`src/rtl/cpu_pkg.sv`:
```
// Shared definitions for the nic8 datapath: control-word layout, phase encoding, reset PC.
package cpu_pkg;

    localparam int CTRL_W = 15;

    localparam int C_LOAD_IR      = 14;
    localparam int C_LOAD_PC      = 13;
    localparam int C_LOAD_A       = 12;
    localparam int C_LOAD_B       = 11;
    localparam int C_LOAD_X       = 10;
    localparam int C_DO_OUT       = 9;
    localparam int C_STORE_MEM    = 8;
    localparam int C_ASSERT_M     = 7;
    localparam int C_ASSERT_E     = 6;
    localparam int C_ASSERT_A     = 5;
    localparam int C_ASSERT_X     = 4;
    localparam int C_IMMEDIATE    = 3;
    localparam int C_JUMP_CONTROL = 2;
    localparam int C_DO_SUBTRACT  = 1;
    localparam int C_DO_JUMP      = 0;

    localparam logic [0:0] PH_FETCH = 1'b0;
    localparam logic [0:0] PH_EXEC  = 1'b1;

    localparam logic [7:0] RESET_PC_DEFAULT = 8'h00;

endpackage

```
`src/rtl/cpu_alu.sv`:
```
// 8-bit add/subtract unit; subtraction is A + ~B + 1 so cout = 1 means no borrow.
module cpu_alu (
    input  logic [7:0] a_i,
    input  logic [7:0] b_i,
    input  logic       sub_i,
    output logic [7:0] e_o,
    output logic       cout_o
);

    logic [8:0] sum;
    logic [7:0] bOperand;

    always_comb begin
        bOperand = sub_i ? ~b_i : b_i;
        sum      = {1'b0, a_i} + {1'b0, bOperand} + {8'h00, sub_i};
        e_o      = sum[7:0];
        cout_o   = sum[8];
    end

endmodule

```
`src/rtl/cpu_datapath.sv`:
```
// nic8 datapath and two-phase fetch/execute sequencer.
// Optional macro CPU_HALT_DETECT_EN adds a sticky 'halted' output that freezes the core on a self-jump.
module cpu_datapath
    import cpu_pkg::*;
#(
    parameter logic [7:0] RESET_PC = RESET_PC_DEFAULT
) (
    input  logic              clk,
    input  logic              reset,
    input  logic [CTRL_W-1:0] ctrl,
    output logic [7:0]        ir,
    output logic              a_is_zero,
    output logic              flag_carry,
    output logic [7:0]        mem_addr,
    input  logic [7:0]        mem_rdata,
    output logic [7:0]        mem_wdata,
    output logic              mem_we,
    output logic [7:0]        out_data,
    output logic              out_valid,
`ifdef CPU_HALT_DETECT_EN
    output logic              halted,
`endif
    output logic              phase
);

    logic [7:0] pc_q, pc_d;
    logic [7:0] ir_q, ir_d;
    logic [7:0] a_q, a_d;
    logic [7:0] b_q, b_d;
    logic [7:0] x_q, x_d;
    logic [7:0] out_q, out_d;
    logic       carry_q, carry_d;
    logic       outValid_q, outValid_d;
    logic [0:0] phase_q, phase_d;
    logic       halted_q, halted_d;

    logic [7:0] bus;
    logic [7:0] aluE;
    logic       aluCout;
    logic       isExec;
    logic       frozen;
    logic       unusedJumpControl;

    assign unusedJumpControl = ctrl[C_JUMP_CONTROL];

    cpu_alu u_alu (
        .a_i    (a_q),
        .b_i    (b_q),
        .sub_i  (ctrl[C_DO_SUBTRACT]),
        .e_o    (aluE),
        .cout_o (aluCout)
    );

`ifdef CPU_HALT_DETECT_EN
    assign frozen = halted_q;
    assign halted = halted_q;
`else
    assign frozen = 1'b0;
`endif

    assign isExec = (phase_q == PH_EXEC) && !frozen;

    always_comb begin
        if (ctrl[C_ASSERT_M])      bus = mem_rdata;
        else if (ctrl[C_ASSERT_E]) bus = aluE;
        else if (ctrl[C_ASSERT_A]) bus = a_q;
        else if (ctrl[C_ASSERT_X]) bus = x_q;
        else                       bus = 8'h00;
    end

    always_comb begin
        pc_d       = pc_q;
        ir_d       = ir_q;
        a_d        = a_q;
        b_d        = b_q;
        x_d        = x_q;
        out_d      = out_q;
        carry_d    = carry_q;
        outValid_d = 1'b0;
        phase_d    = phase_q;
        halted_d   = halted_q;
        mem_addr   = pc_q;

        if (!frozen) begin
            if (phase_q == PH_FETCH) begin
                ir_d    = mem_rdata;
                pc_d    = pc_q + 8'd1;
                phase_d = PH_EXEC;
            end else begin
                mem_addr = ctrl[C_IMMEDIATE] ? pc_q : x_q;
                // The operand byte is consumed first; a taken jump then overrides it.
                if (ctrl[C_IMMEDIATE] && ctrl[C_ASSERT_M]) pc_d = pc_q + 8'd1;
                if (ctrl[C_LOAD_PC] && ctrl[C_DO_JUMP])    pc_d = bus;
                if (ctrl[C_LOAD_A]) a_d = bus;
                if (ctrl[C_LOAD_B]) b_d = bus;
                if (ctrl[C_LOAD_X]) x_d = bus;
                if (ctrl[C_DO_OUT]) begin
                    out_d      = bus;
                    outValid_d = 1'b1;
                end
                if ((ctrl[C_LOAD_A] || ctrl[C_LOAD_B]) && ctrl[C_ASSERT_E]) carry_d = aluCout;
                if (ctrl[C_LOAD_IR]) begin
                    ir_d    = bus;
                    phase_d = PH_EXEC;
                end else begin
                    phase_d = PH_FETCH;
                end
                if (ctrl[C_DO_JUMP] && (bus == pc_q - 8'd1)) halted_d = 1'b1;
            end
        end
    end

    always_ff @(posedge clk or posedge reset) begin
        if (reset) begin
            pc_q       <= RESET_PC;
            ir_q       <= 8'h00;
            a_q        <= 8'h00;
            b_q        <= 8'h00;
            x_q        <= 8'h00;
            out_q      <= 8'h00;
            carry_q    <= 1'b0;
            outValid_q <= 1'b0;
            phase_q    <= PH_FETCH;
            halted_q   <= 1'b0;
        end else begin
            pc_q       <= pc_d;
            ir_q       <= ir_d;
            a_q        <= a_d;
            b_q        <= b_d;
            x_q        <= x_d;
            out_q      <= out_d;
            carry_q    <= carry_d;
            outValid_q <= outValid_d;
            phase_q    <= phase_d;
            halted_q   <= halted_d;
        end
    end

    // A store sourced from memory is illegal and degrades to a no-op.
    assign mem_we     = isExec && ctrl[C_STORE_MEM] && !ctrl[C_ASSERT_M];
    assign mem_wdata  = bus;
    assign ir         = ir_q;
    assign a_is_zero  = (a_q == 8'h00);
    assign flag_carry = carry_q;
    assign out_data   = out_q;
    assign out_valid  = outValid_q;
    assign phase      = phase_q[0];

endmodule

```
`config.mk`:
```
export PLATFORM = sky130hd
export DESIGN_NAME = cpu_datapath
export DESIGN_NICKNAME = d
export VERILOG_FILES = /design/src/rtl/cpu_pkg.sv /design/src/rtl/cpu_alu.sv /design/src/rtl/cpu_datapath.sv
export SDC_FILE = /design/constraint.sdc
export NUM_CORES = 1
export LEC_CHECK = 0
export CAP_MARGIN = 20
export CORE_MARGIN = 8
export CORE_UTILIZATION = 47
export CTS_CLUSTER_DIAMETER = 100
export CTS_CLUSTER_SIZE = 10
export DETAILED_ROUTE_END_ITERATION = 12
export GPL_TIMING_DRIVEN = 0
export MAX_ROUTING_LAYER = met4
export PLACE_DENSITY_LB_ADDON = 0.2
export SLEW_MARGIN = 20
export SYNTH_ARGS = -nofsm -noshare
export SYNTH_HDL_FRONTEND = slang
export SYNTH_SLANG_ARGS = --single-unit
```
`constraint.sdc`:
```
create_clock -name clk -period 3.5 [get_ports clk]
set_input_delay 0.875 -clock clk [delete_from_list [all_inputs] [get_ports clk]]
set_output_delay 0.875 -clock clk [all_outputs]
set_load 0.01 [all_outputs]
```
==> PnR_summary.wiki <==
{| class="wikitable"
! Metric !! Value
|-
| Number of clock sinks seen by CTS || 51
|-
| Maximum level of the CTS H-tree || 2
|-
| Die footprint || 9410 um^2
|-
| Number of cells produced by synthesis || 347
|-
| Critical path endpoint category || output port
|-
| Port Buffer Count || 57
|-
| DRC Markers || 0
|-
| Count of max-cap constraint violations || 0
|-
| Master cell of the clock root buffer || clkbuf_8
|-
| Critical-path cell with the highest stage delay || nor4b_4
|-
| Cell types with the highest counts after synthesis || nand2_1, dfrtp_1, o21ai_0
|-
| Setup repair after global routing missed its margin || true
|-
| Number of buffer and inverter instances along the worst setup path || 3
|-
| Initial Utilization || 48.6%
|-
| Final Net Count || 471
|-
| Clock slew at reported path FFs || 0.08 ns
|-
| Critical path required time || 2.62 ns
|-
| Remaining global-route overflow || 0
|-
| CTS tree || yes
|-
| Post-synth net total || 383
|-
| Share of power burned in the clock network || 14.8%
|-
| CP cell instances || buf_12 -> xor2_2 -> ha_4 -> a21oi_2 -> buf_4 -> o211ai_2 -> mux2i_2 -> nor4b_4 -> nor2_1 -> buf_2
|-
| Worst Path Arrival || 2.77 ns
|-
| Leakage component of the power || 0.00185 uW
|-
| Main combinational cell family by area after synthesis || compound AO/OA/AOI/OAI gates
|-
| Status || complete, but fails checks
|-
| Primary FF master, synth || dfrtp_1
|-
| Most numerous cell in the Yosys netlist || nand2_1
|-
| Area growth syn-to-layout || 35.8%
|-
| Setup slack after layout || -0.144 ns
|-
| Iteration-0 DRC count of the detailed router || 271
|-
| Cell internal pwr || 1640 uW
|-
| Setup violations, final || 5
|-
| Share of synthesized area spent on multiplexers || 4.30%
|-
| Proportion of power drawn by combinational gates || 51.4%
|-
| Mapped Avg Cell Area || 8.89 um^2
|-
| Total global-route track usage || 21.9%
|-
| CORE AREA || 6350 um^2
|-
| Share of total power in sequential cells || 33.8%
|-
| FFs w/ async S/R, synth || 100%
|-
| Clock latency of the later-clocked register in the worst-skew pair || 0.30 ns
|-
| Critical path's largest stage delay || 0.38 ns
|-
| Share of layout cells above drive strength 1 || 18.6%
|-
| Post-synthesis simple-gate area fraction || 18.4%
|-
| Maximum resistive drop on vdd || 374 uV
|-
| Length of the first detailed-routing pass in iterations || 5
|-
| Final clock period utilization by the worst path || 104%
|-
| Total negative slack || -0.428 ns
|-
| Total wirelength of the detailed-routed design || 10.5 mm
|-
| Slew Limit Fails || 0
|-
| Placement-stage cell area || 3780 um^2
|-
| Clock period minus worst slack || 3.64 ns
|-
| Hold bufs inserted after CTS || 0
|-
| Wire length per cell || 20.5 um
|-
| Post-route cell area || 4190 um^2
|-
| # rows || 29
|-
| Number of register bits inferred by synthesis || 51
|-
| Vertical extent of the die || 97.0 um
|-
| Final hold violation count || 0
|-
| DR vias/cell || 6.04
|-
| Maximum number of pins on one net before global-route repair || 30
|-
| Worst reg-to-reg setup slack || 0.92 ns
|-
| Wire length of the first global-routing pass || 16.4 mm
|-
| Power density over the cells || 646 nW/um^2
|-
| GPL Wtd Cong || 0.979
|-
| Top-level port count || 62
|-
| Number of warnings printed during yosys synthesis || 0
|-
| HPWL after detailed placement || 6.92 mm
|-
| Switching portion of total power || 39.5%
|-
| Clock Tree Buf Depth || 2
|-
| Pre-CTS setup slack || -0.924 ns
|-
| Proportion of synthesized chip area in sequential cells || 41.4%
|-
| Critical path start-end classification || in2out
|-
| Via count of the first global-routing pass || 3073
|-
| Inserted Diodes || 0
|-
| Clock buffer count from CTS || 5
|-
| Adder-cell share of the synthesized area || 4.70%
|-
| Fmax || 274 MHz
|-
| Actual transition at the worst max-transition pin || 0.703 ns
|-
| Library cells used by synthesis || 56
|-
| Post-synthesis xor/xnor area fraction || 3.12%
|-
| Synth area leader || dfrtp_1
|-
| Share of the synthesized area in compound gates (AO/OA/AOI/OAI) || 23.6%
|-
| Post-synth design cell area || 3090 um^2
|-
| Width of the chip || 97.0 um
|-
| Remaining antenna violation count after routing || 0
|-
| Fraction of synthesized cell area taken by the top area cell type || 41.4%
|-
| Violations in the final reports || negative setup slack
|-
| Via total after detailed routing || 3094
|-
| Sw power || 1070 uW
|-
| CP startpoint kind || input port
|-
| CP top delay family || simple AND/OR/NAND/NOR gates
|-
| Hold Crit Class || reg2reg
|-
| Number of antenna violations at the first check in global routing || 0
|-
| Worst-case clock skew || 0.0102 ns
|-
| Largest cells by area after synthesis || dfrtp_1, nand2_1, o21ai_0, ha_1, a21oi_1
|-
| Relative slew margins || 52.7%
|-
| EDFF count, synth || 0
|-
| Maximum net fanout on the critical path || 8
|}
[area by class of cell]
cell class / instances / area [um^2]
Buffer: 17 / 111
Clock buffer: 6 / 72.6
Clock inverter: 1 / 30.0
Fill cell: 551 / 2160
Inverter: 15 / 56.3
Multi-Input combinational cell: 264 / 1800
Sequential cell: 51 / 1280
Tap cell: 77 / 96.3
Timing Repair Buffer: 81 / 751
[metal layers]
| metal | part of all wire (%) | global-route usage (%) |
|---|---|---|
| met5 | 0 | - |
| met4 | 4.1 | 9.59 |
| met3 | 7.2 | 4.62 |
| met2 | 46 | 33.6 |
| met1 | 42 | 27.3 |
[repair_timing]
item,CTS,global route
gates cloned,0,1
pin swaps,11,9
endpoints found under the setup margin,15,8
endpoints found under the hold margin,0,0
gates resized for setup,49,12
setup buffers,14,8
[logic make-up (layout without fill, tap and decap cells)]
logic type | count (synthesis) | count (layout)
simple gates | 118 | 118
compound gates | 112 | 112
flops | 51 | 51
buf+inv | 32 | 120
mux | 12 | 12
fa+ha+maj | 11 | 11
xor+xnor | 11 | 11
[stage by stage]
step	hold WS, ns	total power, uW	utilization [%]	std cells
final	0.486	2710	66.0	512
after CTS	0.491	2610	64.5	503
after detailed placement	0.471	2060	59.5	482
after global routing	0.519	2870	66.0	512
after global placement	0.462	2030	59.1	481
after floorplan	0.465	1580	-	347
[power by group through the flow]
stage          logic, uW  registers (uW)  clock network [uW]
2_1_floorplan        694             889                   0
3_3_place_gp        1130             909                   0
3_5_place_dp        1150             913                   0
4_1_cts             1290             906                 412
5_1_grt             1500             934                 430
6_report            1390             915                 402
[final timing paths]
| path | startpoint | end | cells past startpoint |
|---|---|---|---|
| setup / recovery | ctrl[1] | mem_wdata[7] | 10 |
| hold / removal | flag_carry | flag_carry | 2 |
| setup reg to reg | b_q[1] | a_q[6] | 10 |
| hold reg to reg | flag_carry | flag_carry | 2 |
| max in group asynchronous | reset | ir[4] | 3 |
| min in group asynchronous | reset | out_data[5] | 2 |
[cell usage in the layout (no fill, tap or decap), types with 7 or more instances in the layout]
master,netlist,final
nor2_1,21,21
clkdlybuf4s50_1,0,47
a31oi_1,9,9
o31ai_1,9,8
o21ai_0,29,27
dfrtp_1,51,51
clkbuf_1,8,7
nand2_1,56,56
xor2_1,10,8
buf_4,1,21
ha_1,10,8
buf_2,5,7
nand3_1,7,7
mux2_2,7,7
inv_1,14,11
a21oi_1,21,18
o22ai_1,7,7
[flip-flops by register name (all words and copies together), names as in the netlist]
name	cells
a_q	8
b_q	8
ir	8
out_data	8
pc_q	8
x_q	8
flag_carry	1
out_valid	1
phase	1
[tightest hold or removal path: cells and delay by family, from the launching register on]
family / cells / cell delay (ns)
AOI/OAI and AO/OA: 1 / 0.06
and+or+nand+nor: 1 / 0.04
DFF: 1 / 0.35
Note: power is estimated with default switching activity, not from simulation.
